==> config.mk <==
export PLATFORM = sky130hd
export DESIGN_NAME = btn_debouncer
export DESIGN_NICKNAME = d
export VERILOG_FILES = /design/src/rtl/btn_pkg.sv /design/src/rtl/btn_debounce_ch.sv /design/src/rtl/btn_debouncer.sv
export SDC_FILE = /design/constraint.sdc
export NUM_CORES = 1
export LEC_CHECK = 0
export CORE_UTILIZATION = 40
export DETAILED_ROUTE_END_ITERATION = 8
export PLACE_DENSITY = 0.58
export SYNTH_ARGS = -nofsm -noshare
export SYNTH_HDL_FRONTEND = slang
export SYNTH_SLANG_ARGS = --single-unit
==> constraint.sdc <==
create_clock -name clk -period 2.7 [get_ports clk]
set_input_delay 0.54 -clock clk [delete_from_list [all_inputs] [get_ports clk]]
set_output_delay 0.54 -clock clk [all_outputs]
set_load 0.02 [all_outputs]
==> src/rtl/btn_pkg.sv <==
// Shared types and defaults for the push-button debouncer.
package btn_pkg;

    typedef enum logic [1:0] {
        ST_LOW      = 2'd0,
        ST_CHK_HIGH = 2'd1,
        ST_HIGH     = 2'd2,
        ST_CHK_LOW  = 2'd3
    } db_state_t;

    localparam int DEBOUNCE_DEFAULT = 100000;

endpackage : btn_pkg

==> src/rtl/btn_debounce_ch.sv <==
// One button channel: 2-FF synchroniser, stability counter, level FSM and
// registered rise/fall pulses.
module btn_debounce_ch
    import btn_pkg::*;
#(
    parameter int DEBOUNCE_CYCLES = DEBOUNCE_DEFAULT
) (
    input  logic clk,
    input  logic rst,
    input  logic btn_raw_i,
    output logic btn_db_o,
    output logic btn_rise_o,
    output logic btn_fall_o
);

    localparam int CW = $clog2(DEBOUNCE_CYCLES);
    localparam logic [CW-1:0] CNT_LAST = CW'(DEBOUNCE_CYCLES - 1);
    localparam logic [CW-1:0] CNT_ONE  = CW'(1);
    localparam logic [CW-1:0] CNT_ZERO = CW'(0);

    logic          s1_q, s2_q;
    db_state_t     state_q, state_d;
    logic [CW-1:0] cnt_q, cnt_d;
    logic          db_q, db_d;
    logic          rise_q, rise_d;
    logic          fall_q, fall_d;

    // State, synchroniser and output registers.
    always_ff @(posedge clk) begin
        if (rst) begin
            s1_q    <= 1'b0;
            s2_q    <= 1'b0;
            state_q <= ST_LOW;
            cnt_q   <= CNT_ZERO;
            db_q    <= 1'b0;
            rise_q  <= 1'b0;
            fall_q  <= 1'b0;
        end else begin
            s1_q    <= btn_raw_i;
            s2_q    <= s1_q;
            state_q <= state_d;
            cnt_q   <= cnt_d;
            db_q    <= db_d;
            rise_q  <= rise_d;
            fall_q  <= fall_d;
        end
    end

    // Next-state logic: a check is aborted by any sample matching the current level.
    always_comb begin
        state_d = state_q;
        cnt_d   = cnt_q;
        db_d    = db_q;
        rise_d  = 1'b0;
        fall_d  = 1'b0;
        case (state_q)
            ST_LOW: begin
                if (s2_q) begin
                    state_d = ST_CHK_HIGH;
                    cnt_d   = CNT_ONE;
                end else begin
                    cnt_d   = CNT_ZERO;
                end
            end
            ST_CHK_HIGH: begin
                if (!s2_q) begin
                    state_d = ST_LOW;
                    cnt_d   = CNT_ZERO;
                end else if (cnt_q == CNT_LAST) begin
                    state_d = ST_HIGH;
                    cnt_d   = CNT_ZERO;
                    db_d    = 1'b1;
                    rise_d  = 1'b1;
                end else begin
                    cnt_d   = cnt_q + CNT_ONE;
                end
            end
            ST_HIGH: begin
                if (!s2_q) begin
                    state_d = ST_CHK_LOW;
                    cnt_d   = CNT_ONE;
                end else begin
                    cnt_d   = CNT_ZERO;
                end
            end
            ST_CHK_LOW: begin
                if (s2_q) begin
                    state_d = ST_HIGH;
                    cnt_d   = CNT_ZERO;
                end else if (cnt_q == CNT_LAST) begin
                    state_d = ST_LOW;
                    cnt_d   = CNT_ZERO;
                    db_d    = 1'b0;
                    fall_d  = 1'b1;
                end else begin
                    cnt_d   = cnt_q + CNT_ONE;
                end
            end
            default: begin
                state_d = ST_LOW;
                cnt_d   = CNT_ZERO;
                db_d    = 1'b0;
            end
        endcase
    end

    assign btn_db_o   = db_q;
    assign btn_rise_o = rise_q;
    assign btn_fall_o = fall_q;

endmodule : btn_debounce_ch

==> src/rtl/btn_debouncer.sv <==
// Debounces N_BTN independent push-button channels feeding FPGA_led_switch.
module btn_debouncer
    import btn_pkg::*;
#(
    parameter int N_BTN           = 4,
    parameter int DEBOUNCE_CYCLES = DEBOUNCE_DEFAULT
) (
    input  logic             clk,
    input  logic             rst,
    input  logic [N_BTN-1:0] btn_raw,
    output logic [N_BTN-1:0] btn_db,
    output logic [N_BTN-1:0] btn_rise,
    output logic [N_BTN-1:0] btn_fall
);

    for (genvar gi = 0; gi < N_BTN; gi++) begin : g_ch
        btn_debounce_ch #(
            .DEBOUNCE_CYCLES(DEBOUNCE_CYCLES)
        ) u_ch (
            .clk       (clk),
            .rst       (rst),
            .btn_raw_i (btn_raw[gi]),
            .btn_db_o  (btn_db[gi]),
            .btn_rise_o(btn_rise[gi]),
            .btn_fall_o(btn_fall[gi])
        );
    end

endmodule : btn_debouncer

======== Yosys cells after proc, flatten, opt, wreduce, memory -nomap -nowiden ========
Cells that the tools add are included.
storage, ports and cells
  register bits ........................... 96
  input bits .............................. 6
  output and inout port bits .............. 12
  logic and storage cells ................. 192
operators by class
  $add $sub $neg .......................... 4
  equality and inequality tests ........... 48
  muxes and demuxes ....................... 76
  bitwise operators ....................... 12
  reductions and logical operators ........ 24
operator list
  kind                                                   count
  case mux 17 bit (4 select lines)                       4
  two-way mux 17 bit                                     12
  adder 17 x 1 -> 17 bit, second input constant          4
  == test 17 bit, second input constant                  4
  two-way mux 2 bit                                      24
  inequality test 2 x 1 -> 1 bit, second input constant  16
  case mux 2 bit (4 select lines)                        4
  two-way mux 1 bit                                      28
  OR reduction 3 bit                                     8
  AND reduction 5 bit                                    4
  == test 2 bit, second input constant                   8
  inequality test 2 bit, second input constant           8
  AND reduction 4 bit                                    4
  inequality test 3 x 1 -> 1 bit, second input constant  4
  inequality test 3 bit, second input constant           4
  inverter 1 bit                                         12
  == test 2 x 1 -> 1 bit, second input constant          4
  logical NOT 2 bit                                      4
  case mux 1 bit (2 select lines)                        4
  nonzero test 2 bit                                     4

======== Logic depth before layout (Yosys ltp) ========
Gate-level depths: netlist of the first run.
  depth in word-level cells ............... 4
  mapped depth ............................ 7

======== By module ========
From an unflattened synthesis of the first run, not the netlist that was laid out.
unflattened totals
  cell total of the unflattened synthesis .. 446
  area, all modules ....................... 4,222.8 um2
modules (own cells, without submodules)
  module                               times used  cells each  area an instance (um2)  seq. area each (um2)
  btn_debounce_ch at g_ch[1].u_ch ...  2           107         1,033.5                 480.5
  btn_debounce_ch at g_ch[0].u_ch      1           116         1,097.3                 480.5
  btn_debounce_ch at g_ch[3].u_ch      1           116         1,058.5                 480.5

======== Least setup slack after synthesis of the first run ========
Ideal clock, no wire load.
  path type ............................... flip-flop to flip-flop
  from .................................... register g_ch[2].u_ch.cnt_q[12]
  to ...................................... register g_ch[2].u_ch.db_q
  library setup time ...................... 0.122 ns
  data arrival time ....................... 1.778 ns
  required time ........................... 2.578 ns
  setup slack ............................. 0.800 ns
  cell stages (with the launch flop) ...... 5
  buffers on the path ..................... 1
  period minus slack after synthesis ...... 1.900 ns
  cell sequence ........................... dfxtp_1 or4b_1 or4_1 buf_2 a311o_1
between the ends
  longest elaborated chain between the ends .. 3
ends and longest elaborated chain
  what                                             line                                          RTL
  start: declaration                               btn_debounce_ch.sv:23                         logic [CW-1:0] cnt_q, cnt_d;
  start signal: assignment                         btn_debounce_ch.sv:42                         cnt_q <= cnt_d;
  == test 17 bit *                                 btn_debounce_ch.sv:69, btn_debounce_ch.sv:90
  inequality test 2 x 1 -> 1 bit (no source line)  -
  AND reduction 5 bit (no source line) *           -
  end signal: assignment                           btn_debounce_ch.sv:35                         db_q <= 1'b0;
  end signal: assignment                           btn_debounce_ch.sv:43                         db_q <= db_d;
  end: declaration                                 btn_debounce_ch.sv:24                         logic db_q, db_d;
Mark *: on every way between the ends. The rest lies on a longest branch, timed or not.
A chain may end at the register's enable or synchronous reset.

======== Worst setup path in the final report of the first run ========
  from .................................... register g_ch[2].u_ch.cnt_q[0]
  to ...................................... register g_ch[2].u_ch.cnt_q[9]
between the ends
  longest elaborated chain between the ends .. 4
ends and longest elaborated chain
  what                                                             line                                          RTL
  adder 17 x 1 -> 17 bit / == test 17 bit (equally long branches)  -
  two-way mux 17 bit *                                             btn_debounce_ch.sv:69, btn_debounce_ch.sv:90
  two-way mux 17 bit, on equally long branches                     btn_debounce_ch.sv:87, btn_debounce_ch.sv:66
  case mux 17 bit (4 select lines) *                               btn_debounce_ch.sv:56                         case (state_q)
Marked as above.

==> metrics.yaml, run 1 <==
status: "completed"
clk_path_buf_depth: 2
yosysUniqueCellTypes: 44
core_area_mm2: 0.009955
wl_per_cell_um: 12.35
grt_pass1_vias: 3078
clock_latency_ns: 0.36
ios: 18
die_w_um: 104.1
port_buffers: 17
syn_area_mm2: 0.004172
cpPeakStageDelay_ns: 0.71
ant_nets: 0
cp.required_ns: 2.94
htreeDepth: 3
nFillCells: 999
arrival_ns: 2.35
syn_avg_cell_area_um2: 9.049
vias_per_cell: 5.168
dieHeight_um: 104.1
worstPathMaxFanout: 16
cts_tree: "yes"
tns_ns: 0
synth-seq-area-share: 0.4607
postLayoutCoreUtil: 0.4592
grt_pass1_wl_um: 13760
worst_pin_slew_ns: 0.6347
cts_setup_buffers: 0
finClkSkew_ns: 0.01034
final_nets: 478
cts.repair.resized: 0
grt_overflow_total: 0
ys_seq_elements: 96
worst_setup_path_end_kind: "flop"
synth_edf_count: 0
fp-row-count: 36
path_class: "reg2reg"
antenna_cells: 0
antenna_found_initial: 0
clock.fmax_mhz: 472.9
vias: 3132
final_common_cell: "dfxtp_1"
pre_cts_ws_ns: 0.2879
synth-main-ff-cell: "dfxtp_1"
regArea_mm2: 0.001922
grt_max_degree: 17
start_kind: "flop"
multi_input_area_mm2: 0.002031
clk_pin_slew_ns: 0.09
slew_viol_final: 0
hold_violations: 0
worst_slack_ns: 0.5856
synthToLayoutAreaGrowth_pct: 9.568
postSynthCellCount: 461
yosys_warnings: 0
fin_crit_ns: 2.114
critical_path_buf_inv_count: 0
power-per-cell-area_mw_per_mm2: 521.9
crit_family: "simple AND/OR/NAND/NOR gates"
leakage_nw: 1.302
track_usage: 0.1547
synthArstFlopShare: 0
totalWireLength_um: 7484
dieArea_mm2: 0.01084
slowest_stage: "or4_1"
hold_buffers: 0
drt-initial-drc-count: 107
place_congestion: 0.7814
cts_root_buffer: "clkbuf_8"
relSlewSlack: 0.5757
dp_hpwl_um: 5198
ir_drop_v: 0.0001810
finalSetupViolCount: 0
start_util: 0.4191
drive_gt1_frac: 0.04863
dr.pass1.iters: 4
cap_viol_max_count: 0
cts-buffers-inserted: 9
cts_sinks: 96
hp-class: "reg2reg"
rsz0062_at_grt: "no"
syn_nets: 471
cp_cell_sequence: "ha_1 > nand4_1 > or4_1 > nand3_2 > nor2_1"
layout_common_cells: "dfxtp_1, nor2_1, xnor2_1"
final.period_utilization: 0.7831
drc: 0
path summary, 6_finish.rpt:
kind / end / slack, ns / startpoint / cells past startpoint
max: g_ch[2].u_ch.cnt_q[9] / 0.59 / g_ch[2].u_ch.cnt_q[0] / 5
min: g_ch[0].u_ch.s2_q / 0.45 / g_ch[0].u_ch.s1_q / 1
max reg2reg: g_ch[2].u_ch.cnt_q[9] / 0.59 / g_ch[2].u_ch.cnt_q[0] / 5
min reg2reg: g_ch[0].u_ch.s2_q / 0.45 / g_ch[0].u_ch.s1_q / 1
layout make-up:
cell class / count / area share
multi-input combinational: 321 / 0.4443
clock inverter: 3 / 0.003285
sequential: 96 / 0.4205
inverter: 20 / 0.01642
clock buffer: 13 / 0.03696
timing repair buffer: 20 / 0.04216
tap: 133 / 0.03641
layer usage:
| metal | vias up | share of wire | global-route usage |
|---|---|---|---|
| li1 | 1625 | - | - |
| met2 | 29 | 0.44 | 0.2471 |
| met1 | 1472 | 0.52 | 0.1969 |
| met5 | - | 0 | 0 |
| met3 | 6 | 0.027 | 0.03885 |
| met4 | 0 | 0.015 | 0.06837 |
cells by family after synthesis:
family          count (synthesis)  synth area share
compound gates                 35           0.05579
xor+xnor                       56            0.1176
fa+ha+maj                       4           0.01200
buf+inv                        44           0.05249
flops                          96            0.4607
simple gates                  226            0.3014
worst register-to-register path, delay by kind of cell, from the launching register on:
kind	cells	cell delay, ns
simple gates	4	1.36
fa+ha+maj	1	0.24
flops	1	0.39
flip-flops by register name, indices dropped and copies added, names as in the netlist, named ones only:
signal / count
g_ch.u_ch.s2_q: 4
g_ch.u_ch.cnt_q: 68
g_ch.u_ch.btn_rise_o: 4
g_ch.u_ch.s1_q: 4
g_ch.u_ch.state_q: 4
g_ch.u_ch.btn_db_o: 4
g_ch.u_ch.btn_fall_o: 4
through the flow:
step                instances  instance area, um^2  hold slack, ns  total power [W]
floorplan                 461                 4172          0.4138         0.001519
global placement          590                 4387          0.4297         0.001541
detailed placement        590                 4387          0.4262         0.001543
CTS                       606                 4571          0.4588         0.002423
global route              606                 4571          0.4698         0.002496
finish                    606                 4571          0.4511         0.002385
report_power, final:
| group | internal, W | total (W) | switching [W] |
|---|---|---|---|
| clock network | 0.000407 | 0.000877 | 0.000470 |
| logic | 0.0000335 | 0.0000660 | 0.0000325 |
| registers | 0.00143 | 0.00144 | 0.0000126 |
cells in the mapped netlist (5+ instances only):
| master | n | share of area |
|---|---|---|
| nor4bb_1 | 9 | 0.022 |
| o21ai_0 | 8 | 0.0096 |
| nand4_1 | 26 | 0.039 |
| a21oi_1 | 10 | 0.012 |
| xor2_1 | 25 | 0.052 |
| xnor2_1 | 31 | 0.065 |
| nand3_1 | 25 | 0.030 |
| clkbuf_1 | 9 | 0.0081 |
| nor4_1 | 17 | 0.025 |
| nand2_1 | 18 | 0.016 |
| inv_1 | 20 | 0.018 |
| nor3_1 | 17 | 0.020 |
| buf_4 | 12 | 0.022 |
| nor2b_1 | 8 | 0.012 |
| nand2b_1 | 9 | 0.013 |
| dfxtp_1 | 96 | 0.46 |
| nor2_1 | 65 | 0.058 |
| and4_1 | 9 | 0.019 |
| or3_1 | 5 | 0.0075 |
(Power assumes the default switching activity.)
==> run 2: changes to the inputs <==
- PLACE_DENSITY: 0.58 -> 0.6
- clock period: 2.7 -> 1.9 ns (I/O delays scaled with it)
==> run 2 against run 1 <==
Against the previous run: sequential power grew 42%; worst hold slack got worse by 0.0045 ns; fmax grew 15%; core utilization rose by 2.8 points; clock-buffer cell count fell by 4; design area increased by 6.1%; highest routed layer unchanged; total power up 56%; clock power rose by 81%; clock skew is 0.0048 ns lower.
==> metrics.yaml, run 2 (synthesis gave the netlist of run 1 again) <==
grt_pass1_wl_um: 13290  # -3.4%
p_sw_frac: 0.2070  # -0.008876
worstPathMaxFanout: 16  # unchanged
dp_hpwl_um: 5492  # +5.7%
cts-buffers-inserted: 9  # unchanged
fp-row-count: 36  # unchanged
rsz0062_at_grt: "yes"
wl_per_cell_um: 12.20  # -1.2%
switching_power_w: 0.0007719  # +50%
htreeDepth: 3  # unchanged
internal-power_w: 0.002957  # +58%
place_congestion: 0.7932  # +1.5%
leakage_nw: 1.454  # +12%
startpoint: "g_ch[2].u_ch.cnt_q[12]"
cts_root_buffer: "clkbuf_8"
tns_ns: 0  # unchanged
hold_violations: 0  # unchanged
track_usage: 0.1487  # -0.005939
cts_sinks: 96  # unchanged
worst_pin_slew_ns: 0.3790  # -0.2556 ns
design_area_mm2: 0.004848  # +6.1%
grt_pass1_vias: 2921  # -5.1%
cts_tree: "yes"
ir_drop_v: 0.0002912  # +61%
slew_viol_final: 0  # unchanged
comb_power_share: 0.026  # -0.002
finalSetupViolCount: 0  # unchanged
dr.pass1.iters: 4  # unchanged
clock.fmax_mhz: 542.3  # +15%
cap_viol_max_count: 0  # unchanged
totalWireLength_um: 7709  # +3.0%
path_class: "reg2reg"
layout_common_cells: "dfxtp_1, nor2_1, xnor2_1"
dieArea_mm2: 0.01084  # unchanged
final.period_utilization: 0.9706  # +0.1875
reg2reg_slack_ns: 0.06  # -0.53 ns
r2r-start: "g_ch[2].u_ch.cnt_q[12]"
r2r_cells: 4  # -1
core_area_mm2: 0.009955  # unchanged
antenna_found_initial: 0  # unchanged
hold_path_depth: 1  # unchanged
final_nets: 504  # +5.4%
grt_overflow_total: 0  # unchanged
top_register: "g_ch.u_ch.cnt_q"
finClkSkew_ns: 0.005548  # -0.004788 ns
clockPowerShare: 0.425  # +0.058
final_common_cell: "dfxtp_1"
power-per-cell-area_mw_per_mm2: 769.2  # +47%
place_area_mm2: 0.004577  # +4.3%
start_kind: "flop"
vias: 3206  # +2.4%
reg2reg_to: "g_ch[2].u_ch.cnt_q[15]"
hold_buffers: 0  # unchanged
top_usage_layer: "met2"
drt-initial-drc-count: 115  # +7.5%
relSlewSlack: 0.7437  # +0.1680
hold_ws_ns: 0.4466  # -0.004523 ns
vias_per_cell: 5.073  # -1.8%
clk_pin_slew_ns: 0.09  # about the same
clk_path_buf_depth: 2  # unchanged
drc: 0  # unchanged
ios: 18  # unchanged
endpoint: "g_ch[2].u_ch.cnt_q[15]"
arrival_ns: 2.07  # -0.28 ns
hp-class: "reg2reg"
grtUsageMet3: 0.03258  # -0.006266
power_frac_seq: 0.549  # -0.056
status: "completed"
fin_crit_ns: 1.844  # -0.2703 ns
drive_gt1_frac: 0.1102  # +0.06159
ant_nets: 0  # unchanged
antenna_cells: 0  # unchanged
nFillCells: 950  # -4.9%
grt_max_degree: 17  # unchanged
synthToLayoutAreaGrowth_pct: 16.23
grt_use_met1: 0.1927  # -0.004126
die_w_um: 104.1  # unchanged
cp.required_ns: 2.13  # -0.81 ns
port_buffers: 17  # unchanged
largest_reg_flops: 68  # unchanged
start_util: 0.4191  # unchanged
clock_latency_ns: 0.35  # about the same
grtUsageMet2: 0.2419  # -0.005238
dieHeight_um: 104.1  # unchanged
worst_setup_path_end_kind: "flop"
## run 2: cell types whose count changed in the layout (fill, tap and decap cells not counted), sizes merged
| cell | change |
|---|---|
| buf | +26 |
| bufinv | +3 |
| clkbuf | -4 |
| clkinv | -2 |
| clkinvlp | +2 |
| inv | +1 |
## run 2: final cells by class
| type | instances | area (um^2) | share of cell area |
|---|---|---|---|
| Multi-Input combinational cell | 321 | 2052 | 0.4232 |
| Sequential cell | 96 | 1924 | 0.3969 |
| Timing Repair Buffer | 46 | 387.9 | 0.08000 |
| Tap cell | 133 | 166.4 | 0.03432 |
| Clock buffer | 9 | 123.9 | 0.02555 |
| Clock inverter | 7 | 118.9 | 0.02452 |
| Inverter | 20 | 75.07 | 0.01548 |
## run 2: layer usage
metal,share of wire,vias up
met5,0,-
met4,0.0038,0
met3,0.025,2
met2,0.47,30
met1,0.50,1493
li1,-,1681
## run 2: worst min-delay path by stage
stage                      startpoint                 to  slack (ns)
finish              g_ch[1].u_ch.s1_q  g_ch[1].u_ch.s2_q        0.45
global placement    g_ch[0].u_ch.s1_q  g_ch[0].u_ch.s2_q        0.42
floorplan           g_ch[0].u_ch.s1_q  g_ch[0].u_ch.s2_q        0.41
global route        g_ch[1].u_ch.s1_q  g_ch[1].u_ch.s2_q        0.46
CTS                 g_ch[2].u_ch.s1_q  g_ch[2].u_ch.s2_q        0.45
detailed placement  g_ch[2].u_ch.s1_q  g_ch[2].u_ch.s2_q        0.43
## run 2: what timing repair did
item                       in CTS  in global routing
cloned                          0                  0
buffers inserted                0                  1
setup endpoints to repair      20                 35
gates resized for setup         2                  3
pin swaps                       0                  2
## run 2: power groups by stage
stage | logic [W] | clock network, W | registers (W)
after floorplan | 0.0000677 | 0 | 0.00209
after global placement | 0.0000962 | 0 | 0.00209
after detailed placement | 0.0000973 | 0 | 0.00210
after CTS | 0.0000980 | 0.00163 | 0.00205
after global routing | 0.000107 | 0.00171 | 0.00205
final | 0.0000963 | 0.00159 | 0.00205
## run 2: worst max-delay path, cell delays in order (launching register included)
cell and delay [ns]:
dfxtp_1 0.32, or4b_4 0.54, or4_4 0.56, nand3_4 0.22
a21oi_1 0.08
## run 2: metrics by stage
step           instances  setup WS, ns  total power [W]    util
2_1_floorplan        461      0.004047         0.002158       -
3_3_place_gp         615      -0.02555         0.002191  0.4598
6_report             632       0.05590         0.003729  0.4871
5_1_grt              632     -0.008319         0.003873  0.4871
4_1_cts              631      0.001476         0.003778  0.4853
3_5_place_dp         615       -0.1090         0.002192  0.4598
==> run 3: changes to the inputs <==
- CORE_MARGIN: unset -> 10
- MAX_ROUTING_LAYER: unset -> met4
==> run 3 against run 2 <==
Against the previous run: first-iteration DRC count rose by 78%; setup slack got worse by 0.029 ns; fmax fell by 1.5%; via count up 0.97%; non-clock buffer count rose by 1; worst hold slack worse by 0.0073 ns; design area is 0.65% lower; critical path type unchanged; highest routed layer unchanged.
==> metrics.yaml, run 3 (synthesis gave the netlist of run 1 again) <==
clk_pin_slew_ns: 0.08  # about the same
place_area_mm2: 0.004608  # +0.68%
die_w_um: 122.1  # +17%
port_buffers: 17  # unchanged
drive_gt1_frac: 0.1120  # +0.001780
htreeDepth: 3  # unchanged
hp-class: "reg2reg"
cts_setup_buffers: 0  # unchanged
finalSetupViolCount: 0  # unchanged
worstHoldStart: "g_ch[3].u_ch.s1_q"
design_area_mm2: 0.004817  # -0.65%
grt_max_degree: 17  # unchanged
slew_viol_final: 0  # unchanged
start_util: 0.4077  # -0.01133
fp-row-count: 37  # +2.8%
dr.pass1.iters: 4  # unchanged
final_nets: 505  # +0.20%
antenna_found_initial: 0  # unchanged
place_inst: 620  # +0.81%
cts_root_buffer: "clkbuf_8"
largest_reg_flops: 68  # unchanged
place_congestion: 0.8044  # +1.4%
leakage_nw: 1.442  # -0.78%
pre_cts_ws_ns: -0.08443  # +0.02459 ns
grtUsageMet2: 0.1756  # -0.06627
cap_viol_max_count: 0  # unchanged
power-per-cell-area_mw_per_mm2: 708.1  # -7.9%
vias: 3237  # +0.97%
clock_latency_ns: 0.37  # +0.02 ns
top_usage_layer: "met2"
totalWireLength_um: 8058  # +4.5%
hold_path_depth: 1  # unchanged
status: "completed"
track_usage: 0.1174  # -0.03139
hold_violations: 0  # unchanged
dp_hpwl_um: 5696  # +3.7%
instances_no_fill: 636  # +0.63%
relSlewSlack: 0.6877  # -0.05601
ios: 18  # unchanged
core_area_mm2: 0.01023  # +2.8%
ant_nets: 0  # unchanged
fin_crit_ns: 1.873  # +0.02897 ns
rsz0062_at_grt: "yes"
clock.fmax_mhz: 533.9  # -1.5%
drc: 0  # unchanged
worstPathMaxFanout: 6  # -10
cp.required_ns: 2.16  # +0.03 ns
vias_per_cell: 5.090  # +0.33%
worst_slack_ns: 0.02693  # -0.02897 ns
start_kind: "flop"
clk_path_buf_depth: 2  # unchanged
grt_overflow_total: 0  # unchanged
antenna_cells: 0  # unchanged
worst_setup_path_end_kind: "flop"
arrival_ns: 2.13  # +0.06 ns
dieHeight_um: 122.1  # +17%
final_common_cell: "dfxtp_1"
cts_tree: "yes"
ir_drop_v: 0.0002794  # -4.1%
path_class: "reg2reg"
layout_common_cells: "dfxtp_1, nor2_1, xnor2_1"
finClkSkew_ns: 0.01028  # +0.004734 ns
top_register: "g_ch.u_ch.cnt_q"
r2r-start: "g_ch[2].u_ch.cnt_q[11]"
drt-initial-drc-count: 205  # +78%
synthToLayoutAreaGrowth_pct: 15.48
dieArea_mm2: 0.01491  # +38%
r2r_cells: 3  # -1
final.period_utilization: 0.9858  # +0.01525
grtUsageMet3: 0.02544  # -0.007142
grt_pass1_vias: 3085  # +5.6%
startpoint: "g_ch[2].u_ch.cnt_q[11]"
finalPower_w: 0.003411  # -8.5%
grt_pass1_wl_um: 13920  # +4.8%
cts_sinks: 96  # unchanged
worst_pin_slew_ns: 0.4619  # +0.08285 ns
cts-buffers-inserted: 9  # unchanged
grt_use_met1: 0.1444  # -0.04830
hold_ws_ns: 0.4393  # -0.007304 ns
wl_per_cell_um: 12.67  # +3.9%
## run 3: cell type report
cell class,instances,area [um^2]
Inverter,20,75.07
Timing Repair Buffer,47,407.9
Multi-Input combinational cell,321,2052
Clock inverter,2,12.51
Sequential cell,96,1927
Tap cell,136,170.2
Clock buffer,14,172.7
Fill cell,979,5414
## run 3: per-layer routing
metal / up-vias / wire [um]
met5: - / 0
met4: 0 / 161
met3: 14 / 271
met2: 38 / 3562
met1: 1500 / 4063
li1: 1685 / -
## run 3: path summary, 6_finish.rpt
| check | endpoint | slack, ns |
|---|---|---|
| hold reg to reg | g_ch[3].u_ch.s2_q | 0.44 |
| setup / recovery | g_ch[2].u_ch.btn_db_o | 0.03 |
| hold / removal | g_ch[3].u_ch.s2_q | 0.44 |
| setup reg to reg | g_ch[2].u_ch.btn_db_o | 0.03 |
## run 3: power by group
| group | internal, W | switching, W | total, W |
|---|---|---|---|
| combinational | 0.0000533 | 0.0000500 | 0.000103 |
| clock | 0.000583 | 0.000678 | 0.00126 |
| sequential | 0.00203 | 0.0000148 | 0.00205 |
| total | 0.00267 | 0.000743 | 0.00341 |
## run 3: critical path, stage by stage, from the launching register on
cell and delay (ns):
dfxtp_2 0.33, or4b_4 0.53, or4_4 0.55, a311o_1 0.36
## run 3: repair_timing
action | CTS | global route
endpoints found under the hold margin | 0 | 0
setup endpoints to repair | 19 | 18
hold buffers | 0 | 0
resized for setup | 2 | 4
pin swaps | 0 | 2
## run 3: stage by stage
step | setup TNS (ns) | util
2_1_floorplan | 0 | -
3_3_place_gp | -0.4089 | 0.4504
3_5_place_dp | -1.132 | 0.4504
4_1_cts | 0 | 0.4696
5_1_grt | -0.009619 | 0.4708
6_report | 0 | 0.4708
